**src/rtl/systolic_drain.sv**
```systemverilog
// systolic_drain
//   Buffers complete result rows from a systolic core and serializes them
//   one element per transfer, lowest column first.
//
//   Parameters
//     ARRAY_SIZE   elements per result row (at least 2)
//     DATA_WIDTH   core operand width
//     ACC_WIDTH    width of one result element
//     DEPTH        row buffer depth, power of two, at least 2
//
//   Ports
//     clk            rising-edge clock
//     reset          asynchronous, active-high
//     row_valid      row_data holds a complete row
//     row_data       row; element c at [c*ACC_WIDTH +: ACC_WIDTH]
//     row_ready      buffer can accept a row
//     out_valid      out_data/out_col/out_last are valid
//     out_ready      downstream accepts the current element
//     out_data       serialized element
//     out_col        column index of out_data
//     out_last       out_col is the final column
//     rows_pending   rows stored, including the one being serialized
//     overflow       sticky: a row was presented while row_ready was low
module systolic_drain #(
   parameter int ARRAY_SIZE = 8,
   parameter int DATA_WIDTH = 4,
   parameter int ACC_WIDTH  = DATA_WIDTH * DATA_WIDTH,
   parameter int DEPTH      = 4
) (
   input  logic                                clk,
   input  logic                                reset,
   input  logic                                row_valid,
   input  logic [ARRAY_SIZE*ACC_WIDTH-1:0]     row_data,
   output logic                                row_ready,
   output logic                                out_valid,
   input  logic                                out_ready,
   output logic [ACC_WIDTH-1:0]                out_data,
   output logic [$clog2(ARRAY_SIZE)-1:0]       out_col,
   output logic                                out_last,
   output logic [$clog2(DEPTH):0]              rows_pending,
   output logic                                overflow
);

   localparam int ROW_W = ARRAY_SIZE * ACC_WIDTH;
   localparam int PTR_W = $clog2(DEPTH);
   localparam int CNT_W = PTR_W + 1;
   localparam int COL_W = $clog2(ARRAY_SIZE);

   typedef enum logic {
      IDLE = 1'b0,
      SEND = 1'b1
   } state_t;

   state_t             state, state_nxt;
   logic [COL_W-1:0]   col, col_nxt;
   logic [CNT_W-1:0]   count;
   logic [PTR_W-1:0]   wr_ptr, rd_ptr;
   logic [ROW_W-1:0]   mem [DEPTH];
   logic [ROW_W-1:0]   head_row;
   logic               push, pop;

   // row_ready depends only on registered occupancy, so a pop on the same
   // edge cannot open a slot while the buffer is full.
   assign row_ready    = (count != CNT_W'(DEPTH));
   assign push         = row_valid && row_ready;
   assign rows_pending = count;
   assign out_valid    = (state == SEND);
   assign out_col      = col;
   assign out_last     = (col == COL_W'(ARRAY_SIZE - 1));
   assign head_row     = mem[rd_ptr];

   // The head slot is never the write target while SEND is active, so the
   // element held under backpressure stays stable.
   always_comb begin
      out_data = '0;
      if (state == SEND)
         out_data = head_row[col*ACC_WIDTH +: ACC_WIDTH];
   end

   always_comb begin
      state_nxt = state;
      col_nxt   = col;
      pop       = 1'b0;
      case (state)
         IDLE: begin
            if (count != '0) begin
               state_nxt = SEND;
               col_nxt   = '0;
            end
         end
         SEND: begin
            if (out_ready) begin
               if (out_last) begin
                  pop     = 1'b1;
                  col_nxt = '0;
                  // Stay in SEND when a row remains after the pop, including
                  // one pushed on this same edge, so there is no bubble.
                  if (count == CNT_W'(1) && !push)
                     state_nxt = IDLE;
               end else begin
                  col_nxt = col + 1'b1;
               end
            end
         end
         default: begin
            state_nxt = IDLE;
            col_nxt   = '0;
         end
      endcase
   end

   always_ff @(posedge clk or posedge reset) begin
      if (reset)
         state <= IDLE;
      else
         state <= state_nxt;
   end

   always_ff @(posedge clk or posedge reset) begin
      if (reset) begin
         col      <= '0;
         count    <= '0;
         wr_ptr   <= '0;
         rd_ptr   <= '0;
         overflow <= 1'b0;
      end else begin
         col <= col_nxt;
         if (push)
            wr_ptr <= wr_ptr + 1'b1;
         if (pop)
            rd_ptr <= rd_ptr + 1'b1;
         case ({push, pop})
            2'b10:   count <= count + 1'b1;
            2'b01:   count <= count - 1'b1;
            default: count <= count;
         endcase
         if (row_valid && !row_ready)
            overflow <= 1'b1;
      end
   end

   // Row storage carries no reset; pointers and occupancy define validity.
   always_ff @(posedge clk) begin
      if (push)
         mem[wr_ptr] <= row_data;
   end

endmodule
```
**config.mk**
```make
export PLATFORM = sky130hd
export DESIGN_NAME = systolic_drain
export DESIGN_NICKNAME = d
export VERILOG_FILES = /design/src/rtl/systolic_drain.sv
export SDC_FILE = /design/constraint.sdc
export NUM_CORES = 1
export LEC_CHECK = 0
export CAP_MARGIN = 0
export CELL_PAD_IN_SITES_DETAIL_PLACEMENT = 1
export CELL_PAD_IN_SITES_GLOBAL_PLACEMENT = 2
export CORE_MARGIN = 3
export CORE_UTILIZATION = 25
export DETAILED_ROUTE_END_ITERATION = 10
export GPL_TIMING_DRIVEN = 1
export PLACE_DENSITY_LB_ADDON = 0.1
export SLEW_MARGIN = 20
export SYNTH_ARGS = -nofsm -noshare
export SYNTH_HDL_FRONTEND = slang
export SYNTH_SLANG_ARGS = --single-unit
```
**constraint.sdc**
```tcl
create_clock -name clk -period 12.07 [get_ports clk]
set_clock_uncertainty 0.2 [all_clocks]
set_input_delay 1.8105 -clock clk [delete_from_list [all_inputs] [get_ports clk]]
set_output_delay 1.8105 -clock clk [all_outputs]
set_load 0.005 [all_outputs]
```
==> results.tsv <==
stage	metric	value	unit
placed_design	Post-DP HPWL	37200	um
routing	initial DRC count	576	
sta	relative slew slack	32.5	%
run	max cap viols	0	
worst_setup_path	critical path's top delay family	buffers and inverters	
cts	CTS tree	built	
cts	CTS Buf Count	61	
cts	H-tree depth	2	
synthesis	syn_area_per_cell	22.7	um2
die	Die W	291	um
worst_setup_path	CP bufs+invs	2	
layout	proportion of layout cells with a drive suffix above 1	21.1	%
sta	f_max	149	MHz
die	die height	291	um
routing	Routed WL	57500	um
synthesis	Mapped Area	20300	um2
sta	Setup TNS Final	0	ns
placed_design	RD Place Congestion	0.733	
die	floorplan core area	79800	um2
worst_setup_path	Setup CP Type	reg2out	
sta	Final Hold Vio Count	0	
synthesis	Post-synth EDFFs	512	
worst_setup_path	Worst Path Required	10.06	ns
global_routing	Global Route Usage Sum	13.4	%
synthesis	Synth Net Count	1036	
pwr	Cell Pwr Density	244	nW/um2
routing	WL/cell	26.4	um
sta	RSZ-0062 raised after global routing	no	
worst_setup_path	Cell Chain, Critical Path	buf_12 -> mux4_2 -> mux2_2 -> o221ai_1 -> a31oi_1 -> clkdlybuf4s50_1	
routing	DRT Pass-1 Iters	4	
pwr	leakage power	7.87	nW
global_routing	largest net degree at the start of global routing	106	
routing	vias	9638	
routing	DRT antenna net count	0	
cts	clock latency on the worst-skew pair	0.60	ns
placed_design	Setup WS pre-CTS	5.99	ns
routing	drt via density	4.42	
die	io pins	158	
cts	Clock Pin Slew Worst Setup and Hold Paths	0.06	ns
cts	Post-CTS Hold Buffers	0	
sta	Finish-stage setup viols	0	
cts	clk root buf	clkbuf_16	
global_routing	vias in the first global route	10700	
layout	Area Overhead vs Synth	22.6	%
placed_design	IO buf count	157	
worst_setup_path	crit path max-delay cell type	dfrtp_4	
layout	nets	1219	
synthesis	Synth Register Bits	524	
sta	Setup WS post-layout	5.35	ns
sta	Period Utilization, post-route	55.6	%
sta	Hold Slack	0.266	ns
cts	Setup Buffers After CTS	0	
die	Initial Util	25.5	%
cts	Post-CTS Resized	0	
routing	DRC	0	
worst_setup_path	CP Launch Type	register	
cts	Max clock buf depth	3	
worst_hold_path	min-delay worst type	reg2reg	
die	die area	84700	um2
synthesis	Most used DFF post-synth	edfxtp_1	
die	Cell Rows	103	
worst_setup_path	Worst Setup End Kind	output pin	
sta	fin crit period	6.72	ns
synthesis	Synth warnings	0	
worst_setup_path	slowest cell delay on critical path	0.87	ns
synthesis	count of cell types in the netlist	37	
sta	Slew @ Worst Pin	1.01	ns
synthesis	Seq/Total Area, Yosys	77.2	%
cts	clock sinks	524	
worst_setup_path	Max Fanout on Critical Path	105	
worst_setup_path	CP arrival	4.71	ns
global_routing	initial antenna violation count	7	
global_routing	total grt overflow	0	
status	status	completed	
sta	Slew Viols, Final	0	
synthesis	Post-Synthesis Cells	893	
pwr	VDD IR max	0.159	mV
synthesis	Post-synth ARST share	2.29	%
global_routing	first-pass GRT wire length	82700	um
cell usage in the layout, fill, tap and decap left out, types with 4 or more instances in the layout:
master / n
dfrtp_1: 9
clkdlybuf4s50_1: 157
xnor2_1: 5
clkbuf_1: 10
nor2_1: 6
o21ai_1: 13
mux4_2: 96
and3_4: 4
ha_1: 11
buf_4: 12
diode_2: 4
mux2_2: 34
clkbuf_16: 62
clkinv_2: 12
mux2i_1: 34
inv_1: 6
edfxtp_1: 512
a221oi_1: 13
clkinv_1: 20
nand2_1: 12
a22oi_1: 16
o221ai_1: 16
a31oi_1: 17
bufinv_16: 5
mux4_1: 16
final cells by class:
class                   instances  area, um2
clock buffers                  72       1590
flip-flops and latches        524      15700
diodes                          4       10.0
inverters                       7       26.3
repair buffers                170       1680
well taps                    1050       1310
clock inverters                41        324
fillers                      7897      54900
multi-input cells             312       4280
synthesized netlist by cell type (6+ instances only):
| master | n | area, um2 |
|---|---|---|
| nand2_1 | 12 | 45.0 |
| clkbuf_1 | 20 | 75.1 |
| buf_6 | 7 | 78.8 |
| mux2_2 | 34 | 383 |
| edfxtp_1 | 512 | 15400 |
| mux2i_1 | 34 | 340 |
| mux4_2 | 96 | 2160 |
| o221ai_1 | 16 | 140 |
| mux4_1 | 16 | 420 |
| ha_1 | 11 | 138 |
| a31oi_1 | 17 | 106 |
| o21ai_1 | 13 | 65.1 |
| inv_1 | 6 | 22.5 |
| a22oi_1 | 16 | 120 |
| buf_2 | 7 | 35.0 |
| a221oi_1 | 13 | 114 |
| nor2_1 | 7 | 26.3 |
| dfrtp_1 | 12 | 300 |
logic make-up after synthesis:
logic type / count (synthesis) / synth area share (%)
xor+xnor: 6 / 0.259
compound gates: 83 / 2.98
mux: 180 / 16.3
buf+inv: 57 / 1.87
simple gates: 32 / 0.770
fa+ha+maj: 11 / 0.678
flops: 524 / 77.2
report_power, final:
part / internal, W / switching [W] / leakage [nW]
clock: 0.00104 / 0.000726 / 0.932
combinational: 0.000759 / 0.00102 / 2.11
sequential: 0.00240 / 0.000128 / 4.83
total: 0.00420 / 0.00188 / 7.87
worst paths after layout:
kind / startpoint / slack, ns / endpoint / depth (start not counted)
worst max register to register: rows_pending[0] / 8.25 / mem[2][55] / 6
worst min-delay path: overflow / 0.27 / overflow / 1
worst max-delay path: rd_ptr[1] / 5.35 / out_data[4] / 6
worst min register to register: overflow / 0.27 / overflow / 1
max in group asynchronous: reset / 9.86 / out_col[0] / 2
min in group asynchronous: reset / 1.37 / out_col[2] / 2
routing by layer:
layer / vias up / wire [um] / GRT usage (%)
met3: 66 / 3210 / 3.40
li1: 4203 / - / -
met1: 5162 / 25500 / 18.0
met4: 4 / 843 / 2.75
met5: - / 26 / 0
met2: 203 / 27900 / 22.2
flip-flops by register name (all words and copies together) (netlist names):
register	flops
mem	512
out_col	3
out_valid	1
overflow	1
rd_ptr	2
rows_pending	3
wr_ptr	2
per-stage QoR:
stage	cell area [um2]	std cells	utilization (%)	power (W)
5_1_grt	24900	2177	31.2	0.00640
3_5_place_dp	23000	2063	28.8	0.00443
6_report	24900	2180	31.2	0.00607
2_1_floorplan	20300	893	-	0.00364
3_3_place_gp	23000	2063	28.8	0.00443
4_1_cts	24900	2176	31.2	0.00623
Note: power is estimated with default switching activity, not from simulation.
